--- src/rtl/serv_ibus_prefetch.sv ---
// serv_ibus_prefetch
// -----------------------------------------------------------------------------
// Single-entry instruction prefetch buffer. It sits between the core's
// instruction fetch port and a Wishbone-classic instruction memory. Each
// demand fetch is served from memory, and then the next sequential word is
// prefetched into a one-word buffer. A request that hits the buffer completes
// its handshake one cycle after it is raised.
//
// Parameters
//   WITH_PREFETCH - 1 enables the prefetch buffer, 0 makes the block a
//                   registered pass-through (demand fetches only).
//
// Ports
//   clk        - clock
//   i_rst      - synchronous, active-high reset
//   i_flush    - invalidate the buffer and discard any in-flight prefetch
//   i_cpu_adr  - fetch address from the core ([1:0] ignored)
//   i_cpu_cyc  - fetch request, held until o_cpu_ack
//   o_cpu_rdt  - instruction word, valid with o_cpu_ack
//   o_cpu_ack  - single-cycle registered acknowledge
//   o_mem_adr  - memory word address ([1:0] always 00)
//   o_mem_cyc  - memory request, held until i_mem_ack
//   i_mem_rdt  - memory read data
//   i_mem_ack  - memory acknowledge (ignored while o_mem_cyc is low)
// -----------------------------------------------------------------------------
module serv_ibus_prefetch #(
  parameter bit WITH_PREFETCH = 1'b1
) (
  input  logic        clk,
  input  logic        i_rst,
  input  logic        i_flush,
  input  logic [31:0] i_cpu_adr,
  input  logic        i_cpu_cyc,
  output logic [31:0] o_cpu_rdt,
  output logic        o_cpu_ack,
  output logic [31:0] o_mem_adr,
  output logic        o_mem_cyc,
  input  logic [31:0] i_mem_rdt,
  input  logic        i_mem_ack
);

  typedef enum logic [1:0] {
    IDLE       = 2'd0,
    DEMAND     = 2'd1,
    PREF       = 2'd2,
    PREF_STALE = 2'd3
  } state_t;

  state_t      state_q,     state_d;
  logic [31:0] cpu_rdt_q,   cpu_rdt_d;
  logic        cpu_ack_q,   cpu_ack_d;
  logic [31:0] mem_adr_q,   mem_adr_d;
  logic        mem_cyc_q,   mem_cyc_d;
  logic [31:0] buf_data_q,  buf_data_d;
  logic [29:0] buf_tag_q,   buf_tag_d;
  logic        buf_valid_q, buf_valid_d;
  logic        served_q,    served_d;

  logic        new_req;
  logic [29:0] req_word;
  logic [31:0] req_adr;
  logic        buf_hit;
  logic        pref_match;
  logic [31:0] next_adr;

  // The byte-offset bits of the fetch address carry no information here.
  logic unused_adr_bits;
  assign unused_adr_bits = ^i_cpu_adr[1:0];

  // Request decode. A request already acknowledged (served) must not be
  // treated as new again while the core still holds i_cpu_cyc, and the
  // cycle carrying the ack itself is excluded too.
  always_comb begin
    new_req    = i_cpu_cyc & ~served_q & ~cpu_ack_q;
    req_word   = i_cpu_adr[31:2];
    req_adr    = {i_cpu_adr[31:2], 2'b00};
    buf_hit    = buf_valid_q & (buf_tag_q == req_word);
    pref_match = (req_word == mem_adr_q[31:2]);
    next_adr   = mem_adr_q + 32'd4;
  end

  // Next-state logic for the fetch FSM and all its registered outputs.
  // o_mem_cyc always drops for at least one cycle after an ack: the states
  // that launch a new cycle from a finished one pass through a "gap" cycle
  // where mem_cyc_q is low, and raise it again from there.
  always_comb begin
    state_d     = state_q;
    cpu_rdt_d   = cpu_rdt_q;
    cpu_ack_d   = 1'b0;
    mem_adr_d   = mem_adr_q;
    mem_cyc_d   = mem_cyc_q;
    buf_data_d  = buf_data_q;
    buf_tag_d   = buf_tag_q;
    buf_valid_d = buf_valid_q;
    served_d    = i_cpu_cyc & (served_q | cpu_ack_q);

    if (i_flush) begin
      buf_valid_d = 1'b0;
    end

    case (state_q)
      IDLE: begin
        if (new_req) begin
          // A flush in the same cycle overrides a hit.
          if (buf_hit && !i_flush) begin
            cpu_ack_d   = 1'b1;
            cpu_rdt_d   = buf_data_q;
            buf_valid_d = 1'b0;
            mem_adr_d   = req_adr + 32'd4;
            mem_cyc_d   = 1'b1;
            state_d     = PREF;
          end else begin
            mem_adr_d = req_adr;
            mem_cyc_d = 1'b1;
            state_d   = DEMAND;
          end
        end
      end

      DEMAND: begin
        if (!mem_cyc_q) begin
          mem_cyc_d = 1'b1;
        end else if (i_mem_ack) begin
          cpu_ack_d = 1'b1;
          cpu_rdt_d = i_mem_rdt;
          mem_cyc_d = 1'b0;
          if (WITH_PREFETCH) begin
            mem_adr_d = next_adr;
            state_d   = PREF;
          end else begin
            state_d = IDLE;
          end
        end
      end

      PREF: begin
        if (!mem_cyc_q) begin
          // Gap cycle before the prefetch launches. Nothing is in flight
          // yet, so a flush or a jump simply abandons the prefetch and lets
          // IDLE handle any request.
          if (i_flush || (new_req && !pref_match)) begin
            state_d = IDLE;
          end else begin
            mem_cyc_d = 1'b1;
          end
        end else if (i_mem_ack) begin
          mem_cyc_d = 1'b0;
          if (!i_flush && new_req && pref_match) begin
            // The core is already waiting for this very word.
            cpu_ack_d = 1'b1;
            cpu_rdt_d = i_mem_rdt;
            mem_adr_d = next_adr;
          end else if (i_flush || new_req) begin
            // Word is stale or unwanted; drop it and serve the request.
            if (new_req) begin
              mem_adr_d = req_adr;
              state_d   = DEMAND;
            end else begin
              state_d = IDLE;
            end
          end else begin
            buf_valid_d = 1'b1;
            buf_tag_d   = mem_adr_q[31:2];
            buf_data_d  = i_mem_rdt;
            state_d     = IDLE;
          end
        end else if (i_flush || (new_req && !pref_match)) begin
          state_d = PREF_STALE;
        end
      end

      PREF_STALE: begin
        // Wishbone classic has no abort, so the cycle is completed and the
        // returned word thrown away.
        if (mem_cyc_q && i_mem_ack) begin
          mem_cyc_d = 1'b0;
          if (new_req) begin
            mem_adr_d = req_adr;
            state_d   = DEMAND;
          end else begin
            state_d = IDLE;
          end
        end
      end

      default: begin
        state_d   = IDLE;
        mem_cyc_d = 1'b0;
      end
    endcase
  end

  // State and output registers with synchronous reset.
  always_ff @(posedge clk) begin
    if (i_rst) begin
      state_q     <= IDLE;
      cpu_rdt_q   <= 32'd0;
      cpu_ack_q   <= 1'b0;
      mem_adr_q   <= 32'd0;
      mem_cyc_q   <= 1'b0;
      buf_data_q  <= 32'd0;
      buf_tag_q   <= 30'd0;
      buf_valid_q <= 1'b0;
      served_q    <= 1'b0;
    end else begin
      state_q     <= state_d;
      cpu_rdt_q   <= cpu_rdt_d;
      cpu_ack_q   <= cpu_ack_d;
      mem_adr_q   <= mem_adr_d;
      mem_cyc_q   <= mem_cyc_d;
      buf_data_q  <= buf_data_d;
      buf_tag_q   <= buf_tag_d;
      buf_valid_q <= buf_valid_d;
      served_q    <= served_d;
    end
  end

  assign o_cpu_rdt = cpu_rdt_q;
  assign o_cpu_ack = cpu_ack_q;
  assign o_mem_adr = mem_adr_q;
  assign o_mem_cyc = mem_cyc_q;

endmodule

--- config.mk ---
export PLATFORM = sky130hd
export DESIGN_NAME = serv_ibus_prefetch
export DESIGN_NICKNAME = d
export VERILOG_FILES = /design/src/rtl/serv_ibus_prefetch.sv
export SDC_FILE = /design/constraint.sdc
export NUM_CORES = 1
export LEC_CHECK = 0
export CAP_MARGIN = 20
export CORE_MARGIN = 2
export CORE_UTILIZATION = 40
export DETAILED_ROUTE_END_ITERATION = 12
export GPL_TIMING_DRIVEN = 1
export SYNTH_ARGS = -nofsm -noshare
export SYNTH_HDL_FRONTEND = slang
export SYNTH_SLANG_ARGS = --single-unit
--- constraint.sdc ---
create_clock -name clk -period 3.1 [get_ports clk]
set_clock_uncertainty 0.15 [all_clocks]
set_input_delay 0.62 -clock clk [delete_from_list [all_inputs] [get_ports clk]]
set_output_delay 0.62 -clock clk [all_outputs]
set_load 0.01 [all_outputs]
* After elaboration in Yosys (flattened, before gate mapping)
Cells that the tools add are included.
** Word-level totals
- Register bits after elaboration :: 132
- Input bits :: 69
- Logic and storage cells :: 108
** Cells by class
- Add/subtract/negate cells :: 2
- Equal/unequal tests :: 17
- Muxes and demuxes :: 55
- Bitwise gates (word level) :: 9
- Reductions and logical operators :: 16
** Operators with widths (count)
- $mux 32 :: 17
- $pmux 32 s4 :: 1
- $pmux 32 s3 :: 1
- $add 32x3->32 const B :: 2
- $eq 30x30->1 :: 2
- $mux 2 :: 11
- $mux 1 :: 21
- $ne 2x2->1 const B :: 8
- $reduce_and 7->1 :: 2
- $ne 3x3->1 const B :: 3
- $pmux 2 s4 :: 1
- $reduce_and 8->1 :: 1
- $logic_and 1x1->1 :: 5
- $reduce_and 5->1 :: 1
- $and 1x1->1 :: 4
- $eq 2x2->1 const B :: 2
- $ne 4x4->1 const B :: 1
- $not 1->1 :: 4
- $pmux 1 s4 :: 1
- $pmux 1 s3 :: 1
- $reduce_bool 3->1 :: 1
- $eq 2x1->1 const B :: 1
- $logic_not 1->1 :: 2
- $logic_not 2->1 :: 1
- 4 further kinds :: 5

* Depth between registers and ports, before layout
Gate-level depths: netlist (run 1).
- Word-level depth :: 9
- Gate-level depth with buffers :: 10
- Gate-level depth less buffers :: 9

* Worst setup path before layout (run 1)
Ideal clock, no wire load.
- Kind :: input to register
- Start point :: input port i_cpu_adr[29]
- End point :: register mem_adr_q[16] (netlist: o_mem_adr[16])
- Setup time :: 0.086 ns
- Arrival :: 2.690 ns
- Data required time :: 2.864 ns
- Setup slack :: 0.174 ns
- Stages on the path :: 9
- Path buffers :: 2
- Cell sequence :: clkbuf_1 > xnor2_1 > nand4_1 > or4_1 > nor4_4 > buf_4 > nand3_1 > xor2_1 > a221oi_2
** On the way
- Longest elaborated chain between the ends :: 6
- Elaborated cells between the ends (all ways) :: 13
** Ends and longest elaborated chain
- from (decl) :: RTL line 32 : input logic [31:0] i_cpu_adr,
- $eq 30x30->1, on equally long branches :: RTL line 78, 77
- $logic_and 1x1->1 / $and 1x1->1 (equally long branches) :: RTL line 148, 77
- $mux 32 / $logic_and 1x1->1 (equally long branches) :: RTL line 148, 105
- $mux 32, on equally long branches :: RTL line 146, 105
- $mux 32, on equally long branches :: RTL line 137, 103
- $pmux 32 s4 :: RTL line 101 : case (state_q)
- to (signal assigned) :: RTL line 209 : mem_adr_q <= mem_adr_d;
- to (decl) :: RTL line 52 : logic [31:0] mem_adr_q, mem_adr_d;
Several ways; a longest one is shown, not always the timed one. The select of a mux whose other input is x is not followed.
A chain may end at the register's enable or synchronous reset.

* Worst setup path after layout (run 1)
- Start point :: input port i_cpu_adr[30]
- End point :: register mem_adr_q[6] (netlist: o_mem_adr[6])
Same word-level chain as after synthesis.

==> metrics.yaml, run 1 <==
cp_max_fo: 8
end_kind: "register"
wl_um: 31130
clk_latency_ps: 420
clk_path_buf_depth: 2
grt_antenna_before_repair: 1
grt_pass1_vias: 8280
worst_path_most_repeated_cell: "buf_4"
routed_via_density: 5.639
avgSynthCellArea_um2: 7.536
ys_warn_count: 0
worst_hold_path_type: "reg2reg"
fin_ws_ps: 55.82
period_share_pct: 98.20
grt_pass1_wl_um: 47480
cts-root-buf: "clkbuf_16"
synth_edf_count: 0
hpwl_um: 22470
setup_viol: 0
yosys.area_share.simple_pct: 25.00
hold_viol: 0
p_per_area_nw_per_um2: 861.7
synth-adder-area-share_pct: 1.072
arrival_ps: 3200
diodes: 0
drv_slew: 0
mostFrequentLayoutCells: "202 x nand2_1, 187 x buf_4, 132 x dfxtp_1, 110 x clkdlybuf4s50_1, 94 x a21oi_1"
timing.critical_path.max_delay_family: "buffers and inverters"
status: "finished, final reports clean"
drt_pass1_iterations: 5
areaGrowthSynthToFinish_pct: 44.86
grt_usage_pct: 28.17
clock_sinks: 132
rows: 52
synth_compound_area_share_pct: 20.51
htree_levels: 4
avgRoutedWirePerCell_um: 19.44
grt_max_degree: 98
vias: 9028
ir_worst_vdd_mv: 0.4777
cts_tree: "done"
start_util_pct: 40.50
synth_ff_type: "dfxtp_1"
gr-total-overflow: 0
synth_seq_cells: 132
postRouteAntennaNets: 0
cts.clk_slew.worst_paths_ps: 60
final_common_cell: "nand2_1"
relSlewSlack_pct: 27.89
die_h_um: 146.9
cpPeakStageDelay_ps: 510
crit_buf_inv: 5
synth-xor-area-share_pct: 9.006
crit_type: "in2reg"
worstMarginPinSlew_ps: 1082
yosysUniqueCellTypes: 70
critical_path_required_ps: 3260
syn_inst: 1084
clock.fmax_mhz: 328.5
first_iter_violations: 762
drc_errors: 0
nNetsFinal: 1394
io_pins: 135
synth_area_um2: 8169
cts_made_buffers: 17
core-area_um2: 20170
synth_top_family_by_area: "simple AND/OR/NAND/NOR gates"
die_area_um2: 21580
preCtsSetupSlack_ps: -527.6
synth_fp_nets: 1160
total_power_mw: 10.20
drive_gt1_share_pct: 21.64
io_buffers: 132
yosysSeqAreaShare_pct: 32.35
setup-tns-final_ps: 0
maxCapViolCount: 0
async_reset_ff_share_pct: 0
die_w_um: 146.9
crit_path_start_kind: "input port"
path_cells: "clkdlybuf4s50_1 > xnor2_1 > buf_4 > nand4_1 > or4_4 > buf_4 > nor4_4 > buf_12 > buf_4 > and3_1 > o21ai_0 > a32o_1"
finalCriticalPeriod_ps: 3044
slowest_stage: "clkdlybuf4s50_1"
synthMuxAreaShare_pct: 5.391
leakage_nw: 4.435
gp_routability_congestion: 0.9937
[per-layer routing]
metal	track usage, %	vias to the layer above	share of wire [%]	wire (um)
met5	0	-	0.051	16
met4	10.63	2	3.6	1133
met3	7.143	76	8.6	2666
met2	43.71	411	45	13860
met1	37.92	4239	43	13450
li1	-	4300	-	-
[stage by stage]
step / hold WS [ps] / cell area [um2] / utilization, % / std cells
4_1_cts: 303.5 / 11490 / 56.98 / 1587
2_1_floorplan: 285.7 / 8169 / - / 1084
3_5_place_dp: 294.3 / 10820 / 53.65 / 1554
5_1_grt: 319.3 / 11830 / 58.67 / 1601
6_report: 301.8 / 11830 / 58.67 / 1601
3_3_place_gp: 290.7 / 10820 / 53.65 / 1554
[Yosys cell counts, types with 12 or more instances]
cell type	n	area share [%]
a211oi_1	42	3.9
a21oi_1	94	5.8
a221oi_1	13	1.4
and3_1	13	1.0
buf_2	19	1.2
clkbuf_1	84	3.9
dfxtp_1	132	32
inv_1	15	0.69
mux2i_1	44	5.4
nand2_1	202	9.3
nand3_1	28	1.7
nand4_1	37	2.8
nor2_1	74	3.4
nor3_1	19	1.2
nor4_1	12	0.92
o21ai_0	44	2.7
xnor2_1	74	7.9
[cell families after synthesis]
family / Yosys count
xor+xnor: 84
compound gates: 258
simple gates: 427
fa+ha+maj: 7
buf+inv: 132
mux: 44
flops: 132
[power breakdown]
part / internal (mW) / switching [mW] / leakage [nW]
logic: 2.68 / 3.07 / 3.08
registers: 2.11 / 0.337 / 1.07
clock network: 1.16 / 0.842 / 0.280
total: 5.95 / 4.25 / 4.43
[final cells by class]
cell class | count | area [um2]
fillers | 1873 | 8335
inverters | 18 | 67.56
clock inverters | 12 | 118.9
well taps | 270 | 337.8
flip-flops and latches | 132 | 2643
repair buffers | 329 | 2959
clock buffers | 20 | 456.7
multi-input cells | 820 | 5251
[registers in the layout (all words and copies together), names as in the netlist]
register,flops
buf_data_q,32
buf_tag_q,30
buf_valid_q,1
o_cpu_ack,1
o_cpu_rdt,32
o_mem_adr,32
o_mem_cyc,1
served_q,1
state_q,2
[worst reg2reg max path: cells and delay by family, from the launching register on]
kind / cells / cell delay, ps
DFF: 1 / 630
xor gates and xnor gates: 1 / 200
AOI/OAI and AO/OA: 3 / 420
buffers and inverters: 3 / 560
and+or+nand+nor: 3 / 860
[what timing repair did]
action                                  in CTS  in global routing
gates cloned                                 1                  1
endpoints found under the setup margin      24                 55
setup buffers                                0                 13
pin swaps                                    2                 13
gates resized for setup                     15                 49
hold buffers                                 0                  0
[worst paths after layout]
kind,depth (start not counted),endpoint,from,slack [ps]
worst min register to register,2,buf_data_q[16]$_SDFFE_PP0P_,buf_data_q[16]$_SDFFE_PP0P_,300
worst min-delay path,2,buf_data_q[16]$_SDFFE_PP0P_,buf_data_q[16]$_SDFFE_PP0P_,300
worst max register to register,10,o_mem_adr[12]$_SDFFE_PP0P_,o_mem_adr[4]$_SDFFE_PP0P_,180
worst max-delay path,12,o_mem_adr[6]$_SDFFE_PP0P_,i_cpu_adr[30],60
Note: power is estimated with default switching activity, not from simulation.
==> run 2: changes to the inputs <==
--- a/config.mk
+++ b/config.mk
@@ -10,6 +10,7 @@
 export CORE_UTILIZATION = 40
 export DETAILED_ROUTE_END_ITERATION = 12
 export GPL_TIMING_DRIVEN = 1
+export SLEW_MARGIN = 30
 export SYNTH_ARGS = -nofsm -noshare
 export SYNTH_HDL_FRONTEND = slang
 export SYNTH_SLANG_ARGS = --single-unit
==> run 2 against run 1 <==
  * Clock-buffer cell count stayed put
  * Sequential power hardly changed
  * Critical endpoint is now o_mem_adr[20]$_SDFFE_PP0P_
  * Cell count stayed put
==> metrics.yaml, run 2 (synthesis gave the netlist of run 1 again) <==
status: "finished, final reports clean"  # unchanged
setup_viol: 0  # unchanged
maxCapViolCount: 0  # unchanged
path_cells: "clkdlybuf4s50_1 > buf_6 > xnor2_2 > nand4_1 > or4_4 > buf_4 > nor4_4 > buf_12 > buf_6 > nand3_1 > o221a_2 > o221a_2"  # was clkdlybuf4s50_1 > xnor2_1 > buf_4 > nand4_1 > or4_4 > buf_4 > nor4_4 > buf_12 > buf_4 > and3_1 > o21ai_0 > a32o_1
reg2reg_slack_ps: 290  # was 180 ps
diodes: 0  # unchanged
hpwl_um: 22490  # was 22,470 um
drive_gt1_share_pct: 21.94  # was 21.64%
drc_errors: 0  # unchanged
htree_levels: 4  # unchanged
period_share_pct: 99.28  # was 98.20%
cpPeakStageDelay_ps: 510  # about the same
finalCriticalPeriod_ps: 3078  # was 3044 ps
grt_usage_pct: 28.16  # was 28.17%
die_area_um2: 21580  # unchanged
relSlewSlack_pct: 47.97  # was 27.89%
utilization_pct: 58.93  # was 58.67%
power_frac_comb_pct: 56.7  # was 56.4%
drt_pass1_iterations: 7  # was 5
r2r-start: "o_mem_adr[4]$_SDFFE_PP0P_"  # unchanged
clockPowerShare_pct: 19.5  # was 19.7%
arrival_ps: 3240  # was 3200 ps
p_per_area_nw_per_um2: 865.6  # was 861.7 nW/um2
crit_buf_inv: 5  # unchanged
slowest_stage: "or4_4"  # was clkdlybuf4s50_1
wl_um: 31390  # was 31,130 um
clk_latency_ps: 420  # about the same
leakage_nw: 4.433  # was 4.435 nW
ir_worst_vdd_mv: 0.4841  # was 0.4777 mV
hold_buffers: 0  # unchanged
clock_sinks: 132  # unchanged
rows: 52  # unchanged
stdcell_area_um2: 11890  # was 11,830 um2
cts_made_buffers: 17  # unchanged
cts.clk_slew.worst_paths_ps: 60  # about the same
setup-tns-final_ps: 0  # unchanged
top_usage_layer: "met2"  # unchanged
io_pins: 135  # unchanged
crit_path_start_kind: "input port"  # unchanged
core-area_um2: 20170  # unchanged
areaGrowthSynthToFinish_pct: 45.50  # was 44.86%
clock.fmax_mhz: 324.9  # was 328.5 MHz
p_sw_share_pct: 41.64  # was 41.68%
worstMarginPinSlew_ps: 780.5  # was 1082 ps
dpl_cell_area_um2: 10820  # about the same
avgRoutedWirePerCell_um: 19.61  # was 19.44 um
endpoint: "o_mem_adr[20]$_SDFFE_PP0P_"  # was o_mem_adr[6]$_SDFFE_PP0P_
p_seq_share_pct: 23.8  # was 24.0%
mostFrequentLayoutCells: "202 x nand2_1, 181 x buf_4, 132 x dfxtp_1, 112 x clkdlybuf4s50_1, 94 x a21oi_1"  # was 202 x nand2_1, 187 x buf_4, 132 x dfxtp_1, 110 x clkdlybuf4s50_1, 94 x a21oi_1
whs_ps: 302.8  # was 301.8 ps
routed_via_density: 5.685  # was 5.639
crit_start: "i_cpu_adr[7]"  # was i_cpu_adr[30]
final_common_cell: "nand2_1"  # unchanged
postRouteAntennaNets: 0  # unchanged
grt_max_degree: 98  # unchanged
fillCellCount: 1887  # was 1,873
critical_path_required_ps: 3260  # about the same
first_iter_violations: 858  # was 762
grt_pass1_wl_um: 47460  # was 47,480 um
vias: 9101  # was 9,028
use_met3_pct: 6.553  # was 7.143%
io_buffers: 132  # unchanged
start_util_pct: 40.50  # unchanged
reg2reg_depth: 10  # unchanged
p_sw_mw: 4.284  # was 4.251 mW
gp_routability_congestion: 0.9937  # unchanged
timing.critical_path.max_delay_family: "buffers and inverters"  # unchanged
grt_antenna_before_repair: 0  # was 1
cts-root-buf: "clkbuf_16"  # unchanged
gr-total-overflow: 0  # unchanged
drv_slew: 0  # unchanged
die_h_um: 146.9  # unchanged
worst_hold_path_type: "reg2reg"  # unchanged
clk_path_buf_depth: 2  # unchanged
hold_viol: 0  # unchanged
worst-path-stages: 12  # unchanged
p_int_mw: 6.005  # was 5.947 mW
met1_usage_pct: 37.70  # was 37.92%
rr_endpoint: "o_cpu_rdt[7]$_SDFFE_PP0P_"  # was o_mem_adr[12]$_SDFFE_PP0P_
use_met2_pct: 44.34  # was 43.71%
grt_pass1_vias: 8297  # was 8,280
cp_max_fo: 8  # unchanged
die_w_um: 146.9  # unchanged
crit_type: "in2reg"  # unchanged
end_kind: "register"  # unchanged
nNetsFinal: 1394  # unchanged
cts_tree: "done"  # unchanged
==> run 2: changes by cell type in the layout (fill, tap and decap cells not counted), moves of 2 or more <==
| cell | before | now |
|---|---|---|
| buf_6 | 3 | 8 |
| buf_4 | 187 | 181 |
| dlymetal6s2s_1 | 17 | 15 |
| clkdlybuf4s50_1 | 110 | 112 |
| inv_6 | 5 | 7 |
==> run 2: metrics by stage <==
step | setup WS (ps) | total power, mW | instances
after floorplan | 173.7 | 5.298 | 1084
after global placement | -546.4 | 7.768 | 1554
after detailed placement | -497.6 | 7.802 | 1554
after CTS | 1.766 | 9.951 | 1587
after global routing | -30.49 | 10.81 | 1601
final | 22.25 | 10.29 | 1601
==> run 2: routing by layer <==
metal / vias up / wire, um
li1: 4293 / -
met1: 4301 / 13110
met2: 438 / 14280
met3: 69 / 2899
met4: 0 / 1099
met5: - / 0
==> run 2: power by group through the flow <==
stage	Clock, mW	Combinational, mW	Sequential (mW)
final	2.01	5.83	2.45
after global routing	2.11	6.20	2.50
after CTS	2.03	5.49	2.43
after detailed placement	0	5.34	2.46
after global placement	0	5.31	2.45
after floorplan	0	2.76	2.53
==> run 2: how the worst min path moves through the flow <==
stage / startpoint / to / slack, ps / depth (start not counted)
CTS: buf_data_q[30]$_SDFFE_PP0P_ / buf_data_q[30]$_SDFFE_PP0P_ / 300 / 2
finish: buf_data_q[21]$_SDFFE_PP0P_ / buf_data_q[21]$_SDFFE_PP0P_ / 300 / 2
global route: o_mem_adr[1]$_SDFFE_PP0P_ / o_mem_adr[1]$_SDFFE_PP0P_ / 320 / 1
global placement: buf_data_q[2]$_SDFFE_PP0P_ / buf_data_q[2]$_SDFFE_PP0P_ / 290 / 2
floorplan: buf_data_q[0]$_SDFFE_PP0P_ / buf_data_q[0]$_SDFFE_PP0P_ / 290 / 2
detailed placement: o_mem_adr[1]$_SDFFE_PP0P_ / o_mem_adr[1]$_SDFFE_PP0P_ / 290 / 1
==> run 2: what timing repair did <==
action | CTS | global route
setup buffers | 0 | 12
setup endpoints to repair | 27 | 55
resized for setup | 17 | 53
pin swaps | 2 | 17
cloned | 1 | 2
==> run 2: area by class of cell <==
| type | instances | area (um2) | area share (%) |
|---|---|---|---|
| clock buffers | 20 | 456.7 | 3.842 |
| clock inverters | 12 | 116.4 | 0.9790 |
| inverters | 18 | 67.56 | 0.5684 |
| multi-input cells | 820 | 5275 | 44.38 |
| flip-flops and latches | 132 | 2643 | 22.23 |
| well taps | 270 | 337.8 | 2.842 |
| repair buffers | 329 | 2990 | 25.16 |
==> run 2: worst register-to-register path: cells and delay by family (launching register included) <==
| kind | cells | cell delay (ps) |
|---|---|---|
| simple gates | 3 | 860 |
| compound gates | 2 | 250 |
| flops | 1 | 600 |
| xor+xnor | 1 | 200 |
| buf+inv | 4 | 610 |
